File: src/rtl/mem_lsu_pkg.sv
// Shared definitions for the memory-stage load/store unit: size encodings,
// CP0 exception codes, FSM states and lane helpers.
package mem_lsu_pkg;

    localparam logic [1:0] SIZE_BYTE = 2'd0;
    localparam logic [1:0] SIZE_HALF = 2'd1;
    localparam logic [1:0] SIZE_WORD = 2'd2;

    localparam logic [4:0] EXC_ADEL = 5'd4;
    localparam logic [4:0] EXC_ADES = 5'd5;
    localparam logic [4:0] EXC_DBE  = 5'd7;

    typedef enum logic [1:0] {
        StIdle = 2'd0,
        StBus  = 2'd1,
        StDone = 2'd2
    } lsu_state_e;

    // Size 3 is illegal and behaves exactly like a word access.
    function automatic logic is_aligned(logic [1:0] size, logic [1:0] off);
        case (size)
            SIZE_BYTE: return 1'b1;
            SIZE_HALF: return ~off[0];
            default:   return (off == 2'b00);
        endcase
    endfunction

    function automatic logic [3:0] byte_en(logic [1:0] size, logic [1:0] off);
        case (size)
            SIZE_BYTE: return 4'b0001 << off;
            SIZE_HALF: return off[1] ? 4'b1100 : 4'b0011;
            default:   return 4'b1111;
        endcase
    endfunction

    function automatic logic [31:0] lane_wdata(logic [1:0] size, logic [31:0] sd);
        case (size)
            SIZE_BYTE: return {4{sd[7:0]}};
            SIZE_HALF: return {2{sd[15:0]}};
            default:   return sd;
        endcase
    endfunction

endpackage

File: src/rtl/mem_lsu_if.sv
// Word-wide data RAM/IO bus between the load/store unit (master) and memory (slave).
interface mem_lsu_if;

    logic        bus_req;
    logic        bus_we;
    logic [31:0] bus_addr;
    logic [3:0]  bus_be;
    logic [31:0] bus_wdata;
    logic [31:0] bus_rdata;
    logic        bus_ready;

    modport master (
        output bus_req,
        output bus_we,
        output bus_addr,
        output bus_be,
        output bus_wdata,
        input  bus_rdata,
        input  bus_ready
    );

    modport slave (
        input  bus_req,
        input  bus_we,
        input  bus_addr,
        input  bus_be,
        input  bus_wdata,
        output bus_rdata,
        output bus_ready
    );

endinterface

File: src/rtl/mem_lsu_load_align.sv
// Combinational load lane select with sign/zero extension; shared with the
// uncached IO path.
module mem_lsu_load_align
    import mem_lsu_pkg::*;
(
    input  logic [31:0] rdata_i,
    input  logic [1:0]  size_i,
    input  logic        is_unsigned_i,
    input  logic [1:0]  offset_i,
    output logic [31:0] data_o
);

    logic [7:0]  byte_lane;
    logic [15:0] half_lane;

    always_comb begin
        byte_lane = rdata_i[7:0];
        unique case (offset_i)
            2'd0: byte_lane = rdata_i[7:0];
            2'd1: byte_lane = rdata_i[15:8];
            2'd2: byte_lane = rdata_i[23:16];
            2'd3: byte_lane = rdata_i[31:24];
        endcase
        half_lane = offset_i[1] ? rdata_i[31:16] : rdata_i[15:0];

        case (size_i)
            SIZE_BYTE: data_o = is_unsigned_i ? {24'b0, byte_lane}
                                              : {{24{byte_lane[7]}}, byte_lane};
            SIZE_HALF: data_o = is_unsigned_i ? {16'b0, half_lane}
                                              : {{16{half_lane[15]}}, half_lane};
            default:   data_o = rdata_i;
        endcase
    end

endmodule

File: src/rtl/mem_lsu.sv
// Minisys-1A memory-stage load/store unit: one handshaked word access per
// request, with alignment checks, bus timeout and flush suppression.
module mem_lsu
    import mem_lsu_pkg::*;
#(
    parameter int unsigned TIMEOUT = 16
) (
    input  logic        clock,
    input  logic        reset,
    input  logic        mem_req,
    input  logic        mem_we,
    input  logic [1:0]  mem_size,
    input  logic        mem_unsigned,
    input  logic [31:0] addr,
    input  logic [31:0] store_data,
    input  logic        flush,
    mem_lsu_if.master   bus,
    output logic [31:0] read_data,
    output logic        load_valid,
    output logic        stall,
    output logic        exc,
    output logic [4:0]  exc_code,
    output logic [31:0] bad_vaddr
);

    localparam int unsigned CntW = (TIMEOUT > 1) ? $clog2(TIMEOUT) : 1;
    localparam logic [CntW-1:0] CntLast = CntW'(TIMEOUT - 1);

    lsu_state_e      state_q, state_d;
    logic [CntW-1:0] cnt_q, cnt_d;
    logic            bus_we_q, bus_we_d;
    logic [3:0]      bus_be_q, bus_be_d;
    logic [31:0]     bus_addr_q, bus_addr_d;
    logic [31:0]     bus_wdata_q, bus_wdata_d;
    logic [1:0]      size_q, size_d;
    logic            uns_q, uns_d;
    logic [1:0]      off_q, off_d;
    logic            flushed_q, flushed_d;
    logic [31:0]     read_data_q, read_data_d;
    logic            load_valid_q, load_valid_d;
    logic            exc_q, exc_d;
    logic [4:0]      exc_code_q, exc_code_d;
    logic [31:0]     bad_vaddr_q, bad_vaddr_d;

    logic            req_aligned;
    logic            suppress;
    logic [31:0]     load_data;

    mem_lsu_load_align u_load_align (
        .rdata_i       (bus.bus_rdata),
        .size_i        (size_q),
        .is_unsigned_i (uns_q),
        .offset_i      (off_q),
        .data_o        (load_data)
    );

    assign req_aligned = is_aligned(mem_size, addr[1:0]);
    // A flush seen at any point of the access kills its write-back and exception.
    assign suppress    = flushed_q | flush;

    always_comb begin
        state_d      = state_q;
        cnt_d        = cnt_q;
        bus_we_d     = bus_we_q;
        bus_be_d     = bus_be_q;
        bus_addr_d   = bus_addr_q;
        bus_wdata_d  = bus_wdata_q;
        size_d       = size_q;
        uns_d        = uns_q;
        off_d        = off_q;
        flushed_d    = flushed_q;
        read_data_d  = read_data_q;
        load_valid_d = 1'b0;
        exc_d        = 1'b0;
        exc_code_d   = exc_code_q;
        bad_vaddr_d  = bad_vaddr_q;

        unique case (state_q)
            StIdle: begin
                flushed_d = 1'b0;
                if (mem_req && !flush) begin
                    if (!req_aligned) begin
                        exc_d       = 1'b1;
                        exc_code_d  = mem_we ? EXC_ADES : EXC_ADEL;
                        bad_vaddr_d = addr;
                    end else begin
                        bus_addr_d  = {addr[31:2], 2'b00};
                        bus_we_d    = mem_we;
                        bus_be_d    = byte_en(mem_size, addr[1:0]);
                        bus_wdata_d = lane_wdata(mem_size, store_data);
                        size_d      = mem_size;
                        uns_d       = mem_unsigned;
                        off_d       = addr[1:0];
                        cnt_d       = '0;
                        state_d     = StBus;
                    end
                end
            end
            StBus: begin
                if (flush) flushed_d = 1'b1;
                if (bus.bus_ready) begin
                    if (!bus_we_q && !suppress) begin
                        read_data_d  = load_data;
                        load_valid_d = 1'b1;
                    end
                    state_d = StDone;
                end else if (cnt_q == CntLast) begin
                    if (!suppress) begin
                        exc_d       = 1'b1;
                        exc_code_d  = EXC_DBE;
                        bad_vaddr_d = {bus_addr_q[31:2], off_q};
                    end
                    state_d = StIdle;
                end else begin
                    cnt_d = cnt_q + CntW'(1);
                end
            end
            StDone: begin
                flushed_d = 1'b0;
                state_d   = StIdle;
            end
            default: state_d = StIdle;
        endcase
    end

    always_ff @(posedge clock or negedge reset) begin
        if (!reset) begin
            state_q      <= StIdle;
            cnt_q        <= '0;
            bus_we_q     <= 1'b0;
            bus_be_q     <= 4'b0;
            bus_addr_q   <= 32'b0;
            bus_wdata_q  <= 32'b0;
            size_q       <= SIZE_BYTE;
            uns_q        <= 1'b0;
            off_q        <= 2'b0;
            flushed_q    <= 1'b0;
            read_data_q  <= 32'b0;
            load_valid_q <= 1'b0;
            exc_q        <= 1'b0;
            exc_code_q   <= 5'b0;
            bad_vaddr_q  <= 32'b0;
        end else begin
            state_q      <= state_d;
            cnt_q        <= cnt_d;
            bus_we_q     <= bus_we_d;
            bus_be_q     <= bus_be_d;
            bus_addr_q   <= bus_addr_d;
            bus_wdata_q  <= bus_wdata_d;
            size_q       <= size_d;
            uns_q        <= uns_d;
            off_q        <= off_d;
            flushed_q    <= flushed_d;
            read_data_q  <= read_data_d;
            load_valid_q <= load_valid_d;
            exc_q        <= exc_d;
            exc_code_q   <= exc_code_d;
            bad_vaddr_q  <= bad_vaddr_d;
        end
    end

    assign bus.bus_req   = (state_q == StBus);
    assign bus.bus_we    = bus_we_q;
    assign bus.bus_be    = bus_be_q;
    assign bus.bus_addr  = bus_addr_q;
    assign bus.bus_wdata = bus_wdata_q;

    assign read_data  = read_data_q;
    assign load_valid = load_valid_q;
    assign exc        = exc_q;
    assign exc_code   = exc_code_q;
    assign bad_vaddr  = bad_vaddr_q;
    assign stall      = ((state_q == StIdle) && mem_req && !flush && req_aligned)
                      || (state_q == StBus);

endmodule

File: src/flat_wrapper.sv
// flat-port wrapper written by rule: the top's interface ports become plain ports
module mem_lsu_flat import mem_lsu_pkg::*;
#(
    parameter int unsigned TIMEOUT = 16
)
  (clock, reset, mem_req, mem_we, mem_size, mem_unsigned, addr, store_data, flush, read_data, load_valid, stall, exc, exc_code, bad_vaddr, bus_bus_req, bus_bus_we, bus_bus_addr, bus_bus_be, bus_bus_wdata, bus_bus_rdata, bus_bus_ready);
  mem_lsu_if bus_i ();
  input  logic clock;
  input  logic reset;
  input  logic mem_req;
  input  logic mem_we;
  input  logic [1:0] mem_size;
  input  logic mem_unsigned;
  input  logic [31:0] addr;
  input  logic [31:0] store_data;
  input  logic flush;
  output logic [31:0] read_data;
  output logic load_valid;
  output logic stall;
  output logic exc;
  output logic [4:0] exc_code;
  output logic [31:0] bad_vaddr;
  output wire logic [$bits(bus_i.bus_req)-1:0] bus_bus_req;
  output wire logic [$bits(bus_i.bus_we)-1:0] bus_bus_we;
  output wire logic [$bits(bus_i.bus_addr)-1:0] bus_bus_addr;
  output wire logic [$bits(bus_i.bus_be)-1:0] bus_bus_be;
  output wire logic [$bits(bus_i.bus_wdata)-1:0] bus_bus_wdata;
  input wire logic [$bits(bus_i.bus_rdata)-1:0] bus_bus_rdata;
  input wire logic [$bits(bus_i.bus_ready)-1:0] bus_bus_ready;
  assign bus_bus_req = bus_i.bus_req;
  assign bus_bus_we = bus_i.bus_we;
  assign bus_bus_addr = bus_i.bus_addr;
  assign bus_bus_be = bus_i.bus_be;
  assign bus_bus_wdata = bus_i.bus_wdata;
  assign bus_i.bus_rdata = bus_bus_rdata;
  assign bus_i.bus_ready = bus_bus_ready;
  mem_lsu #(.TIMEOUT(TIMEOUT)) u_core (.clock(clock), .reset(reset), .mem_req(mem_req), .mem_we(mem_we), .mem_size(mem_size), .mem_unsigned(mem_unsigned), .addr(addr), .store_data(store_data), .flush(flush), .bus(bus_i), .read_data(read_data), .load_valid(load_valid), .stall(stall), .exc(exc), .exc_code(exc_code), .bad_vaddr(bad_vaddr));
endmodule
File: config.mk
export PLATFORM = sky130hd
export DESIGN_NAME = mem_lsu_flat
export DESIGN_NICKNAME = d
export VERILOG_FILES = /design/src/rtl/mem_lsu_pkg.sv /design/src/rtl/mem_lsu_if.sv /design/src/rtl/mem_lsu_load_align.sv /design/src/rtl/mem_lsu.sv /design/src/flat_wrapper.sv
export SDC_FILE = /design/constraint.sdc
export NUM_CORES = 1
export LEC_CHECK = 0
export CAP_MARGIN = 40
export CELL_PAD_IN_SITES_DETAIL_PLACEMENT = 1
export CELL_PAD_IN_SITES_GLOBAL_PLACEMENT = 1
export CORE_MARGIN = 10
export CORE_UTILIZATION = 36
export CTS_BUF_LIST = sky130_fd_sc_hd__clkbuf_4
export CTS_CLUSTER_SIZE = 10
export DETAILED_ROUTE_END_ITERATION = 16
export PLACE_DENSITY_LB_ADDON = 0.1
export SLEW_MARGIN = 30
export SYNTH_ARGS = -nofsm -noshare
export SYNTH_HDL_FRONTEND = slang
export SYNTH_HIERARCHICAL = 1
export SYNTH_SLANG_ARGS = --single-unit
File: constraint.sdc
create_clock -name clock -period 2.53 [get_ports clock]
set_input_delay 0.3795 -clock clock [delete_from_list [all_inputs] [get_ports clock]]
set_output_delay 0.3795 -clock clock [all_outputs]
set_load 0.01 [all_outputs]
==> results.toml <==
[placed_design]
dp.cells = 1255
portBuffers = 242
dpl_cell_area_sq_um = 10300
hpwl_um = 18400
gp_congestion = 0.781

[global_routing]
grt_pass1_wl_um = 39200
grt.total_usage = 0.186
antenna_found_initial = 1
grt_pass1_vias = 6814
grt_max_degree = 93
grt_overflow = 0

[yosys]
avgSynthCellArea_sq_um = 9.84
synth_edf_count = 0
synth-warning-count = 6
synthTopCellsByArea = "dfrtp_1 49%, nand2_1 14%, mux2_4 5.8%"
synthFlopType = "dfrtp_1"
synth_common_cells = "284 x nand2_1, 148 x dfrtp_1, 37 x mux2_2"
synth_seq_cells = 148
synth_most_common_cell = "nand2_1"
synthArstFlopShare = 1.00
ys_seq_area_frac = 0.494
synth.top_cell.area_share = 0.494
yosysTopAreaCell = "dfrtp_1"
synthCells = 762
syn_area_sq_um = 7490
synth.distinct_cells = 46

[detailed_routing]
wirelength_um = 25000
post-route-drc-count = 0
viasPerCell = 4.86
wl_per_cell_um = 19.4
ant_nets = 0
drt_iter0_markers = 220
first_pass_iters = 4
vias = 6282

[critical_path]
r2r_cells = 6
start_kind = "register"
cp-endpoint = "u_core/bad_vaddr[3]"
crit_fanout = 19
cp.required_ns = 2.96
cp-end-kind = "register"
worstSetupPathType = "register to register"
startpoint = "u_core/cnt_q[0]"
rrSetupSlack_ns = 0.25
reg2reg_to = "u_core/bad_vaddr[3]"
worstPathArrival_ns = 2.71
worst_r2r_startpoint = "u_core/cnt_q[0]"

[final_layout]
fillCellCount = 2333
drive_gt1_frac = 0.166
area_delta_synth_final_pct = 42.1
layout.cells.non_filler = 1292
final_area_sq_um = 10700
nNetsFinal = 1114

[floorplanning]
dieArea_sq_um = 27000
core_sq_um = 20400
io-pin-count = 247
floorplan.initialDensity = 0.368
die_w_um = 164
row_count = 52
chipHeight_um = 164

[clocking]
htreeDepth = 4
worstSkewPairLatency_ns = 0.55
clkSinkCount = 148
clk_pin_slew_ns = 0.14
cts-root-buf = "clkbuf_4"
cts_buffers = 17
cts.path.max_buffers = 2
cts_tree = "built"

[power_and_ir_drop]
combinationalPowerShare = 0.437
vdd_drop_max_v = 0.000384
p_per_area_nw_per_um2 = 867
p_sw_mw = 3.20
p_leak_nw = 4.99
seqPwrFrac = 0.390
p_clk_frac = 0.173
power_mw = 9.23
cell_internal_pwr_mw = 6.03
switching_share = 0.346

[timing]
slew_violations = 0
tightest_slew_ns = 0.594
fmax_mhz = 438
fin_crit_sh = 0.902
finClkSkew_ns = 0.0217
rsz0062_at_grt = "no"
setup_viol = 0
holdWs_ns = 0.340
layout_min_cycle_time_ns = 2.28
hold_viol_final = 0
slew-limit-headroom = 0.604
fin_tns_setup_ns = 0

[run_status]
status = "finished clean"

[flow_run]
cap_violations = 0

[worst_hold_path]
hold_class = "input pin to asynchronous set/reset pin"
==> how the worst min path moves through the flow <==
stage / from / to / slack, ns / depth (start not counted)
2_1_floorplan: reset / u_core/bad_vaddr[0] / 0.08 / 0
3_3_place_gp: reset / u_core/bus.bus_wdata[11] / 0.38 / 1
3_5_place_dp: reset / u_core/bus.bus_wdata[14] / 0.37 / 1
4_1_cts: reset / u_core/bus.bus_wdata[1] / 0.29 / 2
5_1_grt: addr[30] / u_core/bus.bus_addr[30] / 0.28 / 3
6_report: reset / u_core/bus.bus_wdata[1] / 0.34 / 2
==> repair_timing <==
item,CTS,global route
pin swaps,0,0
buffers inserted,2,0
hold endpoints to repair,45,0
gates resized for setup,4,1
hold buffers,1,0
endpoints found under the setup margin,1,1
==> cells in the final DEF, fill, tap and decap left out, types with 2 or more instances in the layout <==
cell / n
nand2_1: 284
clkdlybuf4s50_1: 239
dfrtp_1: 147
mux2_2: 37
buf_4: 30
mux2_4: 29
o21ai_0: 28
mux2i_1: 27
nor2_1: 22
a21oi_1: 21
clkbuf_4: 18
nor2b_1: 18
o211ai_2: 10
o211ai_1: 9
o221ai_1: 8
o22ai_1: 7
mux4_2: 7
a211oi_1: 7
buf_12: 6
inv_1: 5
clkinvlp_4: 4
inv_6: 4
nor3_1: 4
conb_1: 4
clkinv_4: 2
inv_8: 2
bufinv_16: 2
buf_6: 2
and3_1: 2
o2bb2ai_1: 2
or2_2: 2
and4b_1: 2
a21o_1: 2
or3_1: 2
xnor2_1: 2
==> through the flow <==
step / setup WS (ns) / util
after floorplan: 0.598 / -
after global placement: -0.119 / 0.505
after detailed placement: -0.0288 / 0.506
after CTS: 0.0361 / 0.523
after global routing: 0.0811 / 0.523
final: 0.247 / 0.523
==> state kept, by name, summed over array words and instances, names as in the netlist, 2 cells and up <==
register,cells
u_core/bad_vaddr,32
u_core/bus.bus_wdata,32
u_core/read_data,32
u_core/bus.bus_addr,30
u_core/bus.bus_be,4
u_core/cnt_q,4
u_core/exc_code,3
u_core/off_q,2
u_core/size_q,2
u_core/state_q,2
==> cell type report <==
class / count / area [sq um] / area share
timing repair buffer: 282 / 2820 / 0.265
tap: 270 / 338 / 0.0317
multi-input combinational: 553 / 3460 / 0.325
inverter: 6 / 23.8 / 0.00223
antenna: 1 / 2.50 / 0.000235
clock inverter: 14 / 165 / 0.0155
clock buffer: 18 / 135 / 0.0127
sequential: 148 / 3700 / 0.348
==> logic make-up after synthesis <==
| group | synth area share |
|---|---|
| flip-flops | 0.494 |
| XOR/XNOR | 0.00234 |
| other | 0.000500 |
| buffers and inverters | 0.0487 |
| adder cells (fa/ha/maj) | 0.00167 |
| AND/OR/NAND/NOR | 0.191 |
| multiplexers | 0.171 |
| AO/OA/AOI/OAI | 0.0903 |
==> power groups by stage <==
| stage | clock [mW] | sequential, mW | combinational (mW) |
|---|---|---|---|
| 2_1_floorplan | 0 | 3.88 | 1.58 |
| 3_3_place_gp | 0 | 3.63 | 4.02 |
| 3_5_place_dp | 0 | 3.66 | 4.09 |
| 4_1_cts | 1.68 | 3.61 | 4.12 |
| 5_1_grt | 1.81 | 3.71 | 4.39 |
| 6_report | 1.60 | 3.60 | 4.03 |
==> metal layers <==
metal / vias to the layer above / GRT usage / wire length (um)
met5: - / 0 / 0
met4: 0 / 0.0374 / 212
met3: 14 / 0.0701 / 1940
met2: 156 / 0.313 / 12400
met1: 3078 / 0.223 / 10400
li1: 3034 / - / -
==> worst max-delay path, stage by stage (launching register included) <==
cell,delay [ns]
dfrtp_1,0.45
ha_1,0.24
and3_1,0.21
and3_1,0.21
nor2_4,0.45
buf_16,0.23
mux2_2,0.35
No activity file was read; power rests on OpenSTA's default activity.
